## config.mk

```make
export PLATFORM = sky130hd
export DESIGN_NAME = systolic_feed_ctrl
export DESIGN_NICKNAME = d
export VERILOG_FILES = /design/src/rtl/systolic_feed_ctrl.sv
export SDC_FILE = /design/constraint.sdc
export NUM_CORES = 1
export LEC_CHECK = 0
export CAP_MARGIN = 20
export CORE_MARGIN = 2
export CORE_UTILIZATION = 45
export CTS_BUF_LIST = sky130_fd_sc_hd__clkbuf_2 sky130_fd_sc_hd__clkbuf_4 sky130_fd_sc_hd__clkbuf_8
export CTS_CLUSTER_DIAMETER = 40
export DETAILED_ROUTE_END_ITERATION = 10
export PLACE_DENSITY = 0.78
export SLEW_MARGIN = 40
export SYNTH_ARGS = -nofsm -noshare
export SYNTH_HDL_FRONTEND = slang
export SYNTH_SLANG_ARGS = --single-unit
```

## constraint.sdc

```tcl
create_clock -name clk -period 4.95 [get_ports clk]
set_input_delay 0.495 -clock clk [delete_from_list [all_inputs] [get_ports clk]]
set_output_delay 0.495 -clock clk [all_outputs]
set_load 0.02 [all_outputs]
```

## src/rtl/systolic_feed_ctrl.sv

```systemverilog
// rtl/systolic_feed_ctrl.sv - operand fetch and skew feeder for a SIZE x SIZE systolic array
// Optional abort input enabled by defining SYSTOLIC_FEED_ABORT_EN.
module systolic_feed_ctrl #(
  parameter int DATA_WIDTH = 8,
  parameter int SIZE       = 4,
  parameter int DEPTH      = 16,
  parameter int ADDR_WIDTH = 4
) (
  input  logic                       clk,
  input  logic                       reset,
  input  logic                       start,
`ifdef SYSTOLIC_FEED_ABORT_EN
  input  logic                       abort,
`endif
  output logic                       rom_rd_en,
  output logic [ADDR_WIDTH-1:0]      rom_addr,
  input  logic [DATA_WIDTH*SIZE-1:0] rom_data_a,
  input  logic [DATA_WIDTH*SIZE-1:0] rom_data_b,
  output logic [DATA_WIDTH*SIZE-1:0] a_feed,
  output logic [DATA_WIDTH*SIZE-1:0] b_feed,
  output logic [SIZE-1:0]            feed_valid,
  output logic                       array_clear,
  output logic                       busy,
  output logic                       done
);

  // Counter covers both the fetch phase (DEPTH cycles) and the drain phase (2*SIZE cycles).
  localparam int CMAX = (DEPTH > 2*SIZE) ? DEPTH : 2*SIZE;
  localparam int CW   = $clog2(CMAX + 1);
  // Lane t needs t+1 stages (capture plus t delays); stages are packed as a triangle.
  localparam int NTAP = SIZE * (SIZE + 1) / 2;

  typedef enum logic [1:0] {S_IDLE, S_FETCH, S_DRAIN, S_DONE} state_t;

  state_t                              state_q, state_d;
  logic [CW-1:0]                       cnt_q, cnt_d;
  logic                                rd_en_q, rd_en_d;
  logic [ADDR_WIDTH-1:0]               addr_q, addr_d;
  logic                                clear_q, clear_d;
  logic                                busy_q, busy_d;
  logic                                done_q, done_d;
  logic                                dv_q, dv_d;
  logic [NTAP-1:0][DATA_WIDTH-1:0]     ta_q, ta_d, tb_q, tb_d;
  logic [SIZE-1:0]                     v_q, v_d;
  logic                                abort_w;

`ifdef SYSTOLIC_FEED_ABORT_EN
  assign abort_w = abort;
`else
  assign abort_w = 1'b0;
`endif

  // Sequencer: next state, fetch counter and registered control outputs.
  always_comb begin
    state_d = state_q;
    cnt_d   = cnt_q;
    rd_en_d = 1'b0;
    addr_d  = '0;
    clear_d = 1'b0;
    busy_d  = 1'b0;
    done_d  = 1'b0;
    case (state_q)
      S_IDLE: begin
        if (start) begin
          state_d = S_FETCH;
          cnt_d   = '0;
          rd_en_d = 1'b1;
          clear_d = 1'b1;
          busy_d  = 1'b1;
        end
      end
      S_FETCH: begin
        busy_d = 1'b1;
        if (cnt_q == CW'(DEPTH - 1)) begin
          state_d = S_DRAIN;
          cnt_d   = '0;
        end else begin
          cnt_d   = cnt_q + 1'b1;
          rd_en_d = 1'b1;
          addr_d  = ADDR_WIDTH'(cnt_q + 1'b1);
        end
      end
      S_DRAIN: begin
        if (cnt_q == CW'(2*SIZE - 1)) begin
          state_d = S_DONE;
          cnt_d   = '0;
          done_d  = 1'b1;
        end else begin
          cnt_d  = cnt_q + 1'b1;
          busy_d = 1'b1;
        end
      end
      default: state_d = S_IDLE;
    endcase
    if (abort_w && (state_q == S_FETCH || state_q == S_DRAIN)) begin
      state_d = S_IDLE;
      cnt_d   = '0;
      rd_en_d = 1'b0;
      addr_d  = '0;
      busy_d  = 1'b0;
      done_d  = 1'b0;
    end
  end

  // Skew network: capture the returned vector, then delay lane t by t more cycles.
  always_comb begin
    dv_d = rd_en_q;
    ta_d = '0;
    tb_d = '0;
    v_d  = '0;
    for (int t = 0; t < SIZE; t++) begin
      for (int k = 0; k <= t; k++) begin
        if (k == 0) begin
          ta_d[t*(t+1)/2] = dv_q ? rom_data_a[DATA_WIDTH*t +: DATA_WIDTH] : '0;
          tb_d[t*(t+1)/2] = dv_q ? rom_data_b[DATA_WIDTH*t +: DATA_WIDTH] : '0;
        end else begin
          ta_d[t*(t+1)/2 + k] = ta_q[t*(t+1)/2 + k - 1];
          tb_d[t*(t+1)/2 + k] = tb_q[t*(t+1)/2 + k - 1];
        end
      end
    end
    v_d[0] = dv_q;
    for (int k = 1; k < SIZE; k++) begin
      v_d[k] = v_q[k-1];
    end
    if (abort_w && (state_q == S_FETCH || state_q == S_DRAIN)) begin
      dv_d = 1'b0;
      ta_d = '0;
      tb_d = '0;
      v_d  = '0;
    end
  end

  // Single register bank for the sequencer and skew stages.
  always_ff @(posedge clk or posedge reset) begin
    if (reset) begin
      state_q <= S_IDLE;
      cnt_q   <= '0;
      rd_en_q <= 1'b0;
      addr_q  <= '0;
      clear_q <= 1'b0;
      busy_q  <= 1'b0;
      done_q  <= 1'b0;
      dv_q    <= 1'b0;
      ta_q    <= '0;
      tb_q    <= '0;
      v_q     <= '0;
    end else begin
      state_q <= state_d;
      cnt_q   <= cnt_d;
      rd_en_q <= rd_en_d;
      addr_q  <= addr_d;
      clear_q <= clear_d;
      busy_q  <= busy_d;
      done_q  <= done_d;
      dv_q    <= dv_d;
      ta_q    <= ta_d;
      tb_q    <= tb_d;
      v_q     <= v_d;
    end
  end

  // Each lane output is the last stage of its own delay chain.
  always_comb begin
    a_feed = '0;
    b_feed = '0;
    for (int t = 0; t < SIZE; t++) begin
      a_feed[DATA_WIDTH*t +: DATA_WIDTH] = ta_q[t*(t+1)/2 + t];
      b_feed[DATA_WIDTH*t +: DATA_WIDTH] = tb_q[t*(t+1)/2 + t];
    end
  end

  assign rom_rd_en   = rd_en_q;
  assign rom_addr    = addr_q;
  assign feed_valid  = v_q;
  assign array_clear = clear_q;
  assign busy        = busy_q;
  assign done        = done_q;

endmodule
```

# Yosys cells after proc, flatten, opt, wreduce, memory -nomap -nowiden
# Index checks and enable logic that the tools add are counted.
dict set report totals {
  elab_cells 67
  register_bits 180
  out_inout_bits 76
  input_bits 67
}
dict set report op_classes {
  reduce_logical 4
  muxes 26
  addsub 1
  eq_ne 7
}
# operator count
set ops {}
lappend ops {{8-bit 2-to-1 mux} 8}
lappend ops {{5-bit 2-to-1 mux} 3}
lappend ops {{5-bit one-hot mux with 3 select lines} 1}
lappend ops {{4-bit 2-to-1 mux} 2}
lappend ops {{1-bit 2-to-1 mux} 6}
lappend ops {{2-bit 2-to-1 mux} 3}
lappend ops {{2-bit != test, second input constant} 3}
lappend ops {{2-bit one-hot mux with 3 select lines} 1}
lappend ops {{5-bit by 1-bit adder with 5-bit output, second input constant} 1}
lappend ops {{5-bit by 3-bit equality test with 1-bit output, second input constant} 1}
lappend ops {{5-bit by 4-bit equality test with 1-bit output, second input constant} 1}
lappend ops {{1-bit one-hot mux with 3 select lines} 1}
lappend ops {{3-bit AND reduction} 1}
lappend ops {{3-bit nonzero test} 1}
lappend ops {{2-bit by 1-bit equality test with 1-bit output, second input constant} 1}
lappend ops {{2-bit equality test, second input constant} 1}
lappend ops {{2-bit zero test} 1}
lappend ops {{1-bit one-hot mux with 2 select lines} 1}
lappend ops {{2-bit AND reduction} 1}

# Depth between registers and ports, before layout
dict set report logic_depth {
  depth_word 3
  depth_mapped 8
  mapped_depth_nobuf 8
}

# Worst setup path after synthesis
# OpenSTA, ideal clock, no wires.
dict set report synth_timing {
  kind {register -> register}
  start {reg cnt_q[0]}
  end {reg state_q[1]}
  stages_incl_launch_ff 9
  setup_slack_ns 3.173
  period_less_slack_ns 1.777
  setup_time_ns 0.125
  arrival_ns 1.652
  required_ns 4.825
  n_path_buf 0
  cell_sequence {dfrtp_1 > ha_1 > nand3_1 > inv_1 > ha_1 > nand2b_1 > o21ai_4 > nor2_4 > mux2_4}
}
dict set report synth_via {
  elab_chain_len 3
  elab_cells_between_ends 5
  cone_classes {eq/ne (4); reduce/logical (1)}
}
# element line
set synth_lines {}
lappend synth_lines {{from (decl)} 36} ;# logic [CW-1:0] cnt_q, cnt_d;
lappend synth_lines {{from (signal assigned)} 150} ;# cnt_q <= cnt_d;
lappend synth_lines {{5-bit by 3-bit equality test with 1-bit output / 5-bit by 4-bit equality test with 1-bit output (equally long branches)} {84, 74}}
lappend synth_lines {{2-bit != test (no source line)} n/a}
lappend synth_lines {{3-bit AND reduction (no source line) *} n/a}
lappend synth_lines {{to (signal assigned)} 149} ;# state_q <= state_d;
lappend synth_lines {{to (decl)} 35} ;# state_t state_q, state_d;
# Mark *: on every way between the ends. The rest lies on a longest branch, timed or not.
# A chain may end at the register's enable or synchronous reset.

# Worst setup path after layout
dict set report layout_timing {
  start {reg cnt_q[0]}
  end {reg cnt_q[2]}
}
dict set report layout_via {
  elab_chain_len 3
  elab_cells_between_ends 6
  cone_classes {add/sub (1); eq/ne (2); mux (3)}
}
# element line
set layout_lines {}
lappend layout_lines {{5-bit by 1-bit adder with 5-bit output (tied with other cells)} {78, 89}}
lappend layout_lines {{5-bit 2-to-1 mux, on equally long branches} {84, 74}}
lappend layout_lines {{5-bit one-hot mux with 3 select lines *} 62} ;# case (state_q)
# Marks and branches as above.

==> out/qor.csv <==
metric,value,unit
crit_path_end_kind,flip-flop,
cts_setup_buffers,0,
synth_nets,383,
cts_tree,done,
setup_viol,0,
r2r-end,cnt_q[2],
area_growth,38.3,%
final.min_clock_period,2.10,ns
avgSynthCellArea,17.2,um2
io_buffer_count,142,
path_delay_family,compound AO/OA/AOI/OAI gates,
power.density,528,mW/mm2
fin_crit_sh,42.5,%
grt_max_degree,113,
hold_path_class,flip-flop to flip-flop,
crit_type,flip-flop to flip-flop,
fin_area,0.00737,mm2
worstPathArrival,2.50,ns
dp_slack,2.93,ns
synth_common_cells,"dfrtp_1, and2_1, inv_1",
cp-start-kind,flip-flop,
yosysSeqAreaShare,84.6,%
ys_types,28,
vias_per_cell,4.52,
worstHoldEndpoint,tb_d[47],
dp_hpwl,6130,um
grt_remaining_overflow,0,
track_usage,15.7,%
initial_core_util,46.4,%
path_buf_inv,1,
worst_path_max_delay_cell,dfrtp_1,
grt_antenna_before_repair,0,
clk_latency,0.45,ns
fmax,475,MHz
async_reset_ff_share,100,%
dp_cells,589,
coreArea,0.0115,mm2
max_slew_margin,65.3,%
die_w,113,um
yosysTopAreaCell,dfrtp_1,
fin_total_pwr,3.89,mW
first_pass_iters,4,
grt_pass1_vias,2955,
yosys-top-cells-area,"dfrtp_1, and2_1, ha_1",
setup_tns,0,ns
antennaDiodeCount,0,
placed_area,0.00695,mm2
drv_cap,0,
post_cts_resized,0,
peakVddDrop,0.000290,V
worst_path_largest_cell_delay,0.45,ns
synth_ff_type,dfrtp_1,
netlist_area,0.00533,mm2
routed_wl,9210,um
cpMostUsedCell,ha_1,
cts.clk_slew.worst_paths,0.09,ns
skew,0.00720,ns
synth_edf_count,0,
required,5.34,ns
grt_pass1_wl,14900,um
dr.first_iter.drc_count,215,
routedWlPerCell,14.8,um
synth_seq_cells,180,
postCtsHoldBufs,0,
stdcell_count,621,
worst_slew_pin_slew,0.521,ns
min_from,tb_d[39],
numCtsBuffers,17,
holdPathStages,0,
leakagePower,3.50,nW
ant_nets,0,
cts_root_buffer,clkbuf_8,
top_level_ports,143,
status,completed,
yosysWarnings,0,
synth.most_common_cell,dfrtp_1,
r2r_slack,2.85,ns
drc,0,
yosys.area.top_type_share,84.6,%
syn_inst,309,
drive_gt1_share,9.00,%
rsz0062_at_grt,no,
hold_slack,0.347,ns
finalMaxSlewViolations,0,
path_depth,8,
rows,39,
timing.final.ws_setup,2.85,ns
crit_chain,"ha_1, nand3_1, inv_1, ha_1, nand2b_1, a21bo_2, o21ai_0, a21o_1",
clk_path_buf_depth,2,
fp.dieArea,0.0127,mm2
hold_viol,0,
die_h,113,um
h-tree-depth,4,
fin_util,64.3,%
numClockSinks,180,
fin_nets,539,
crit_path_max_fanout,7,
gp_routability_congestion,0.900,
vias,2807,
reg2regPathDepth,8,
rr_startpoint,cnt_q[0],
## sequential cells by signal, summed over array words and instances (netlist names)
name and cells:
a_feed 32, array_clear 1, b_feed 32, busy 1, cnt_q 5, done 1
dv_q 1, feed_valid 4, rom_addr 4, rom_rd_en 1, state_q 2, ta_d 48
tb_d 48
## metal layers
metal  GRT usage (%)  part of all wire [%]
met1            18.8                    39
met2            24.2                    49
met3            8.14                    10
met4            6.26                   1.3
met5               0                     0
## logic make-up (layout without fill, tap and decap cells)
logic type,Yosys count,in the layout,share of synthesized area (%)
buffers and inverters,17,186,1.20
flip-flops,180,180,84.6
XOR/XNOR,1,1,0.164
AO/OA/AOI/OAI,14,14,1.90
adder cells (fa/ha/maj),7,7,1.64
multiplexers,1,1,0.282
AND/OR/NAND/NOR,89,89,10.2
## how the worst max path moves through the flow
stage / slack (ns) / from / to
after global placement: 3.09 / cnt_q[0] / state_q[1]
after CTS: 2.90 / cnt_q[0] / cnt_q[2]
after detailed placement: 2.93 / cnt_q[0] / cnt_q[2]
final: 2.85 / cnt_q[0] / cnt_q[2]
after global routing: 2.77 / cnt_q[0] / state_q[1]
after floorplan: 2.15 / reset / a_feed[0]
## final cells by class
class	count	area [um2]
clock buffer	21	289
timing repair buffer	144	1470
sequential	180	4510
clock inverter	11	124
tap	143	179
fill	816	4100
inverter	10	41.3
multi-input combinational	112	758
## layout by cell type, fill, tap and decap left out
cell type	instances
dfrtp_1	179
clkdlybuf4s50_1	142
and2_1	64
clkbuf_8	21
inv_1	9
ha_1	7
nand2_1	6
nor2_1	6
nand3_1	4
clkinvlp_4	4
nand2b_1	3
o21ai_1	3
clkinv_2	3
a21oi_1	2
bufinv_16	2
inv_6	2
xnor2_1	1
and4bb_4	1
and2_2	1
nor2b_4	1
a31o_1	1
o21ai_4	1
nor2_4	1
mux2_4	1
or2_1	1
a21bo_2	1
o21ai_0	1
nor4_1	1
a21o_1	1
a31oi_1	1
o22ai_1	1
o21a_1	1
o32ai_1	1
clkinv_4	1
dfrtp_4	1
buf_16	1
buf_12	1
## where the power goes
| group | switching (mW) | internal [mW] | leakage [nW] |
|---|---|---|---|
| sequential | 0.157 | 1.83 | 2.39 |
| combinational | 0.461 | 0.451 | 0.910 |
| clock | 0.490 | 0.503 | 0.205 |
| total | 1.11 | 2.78 | 3.50 |
(Power assumes the default switching activity.)
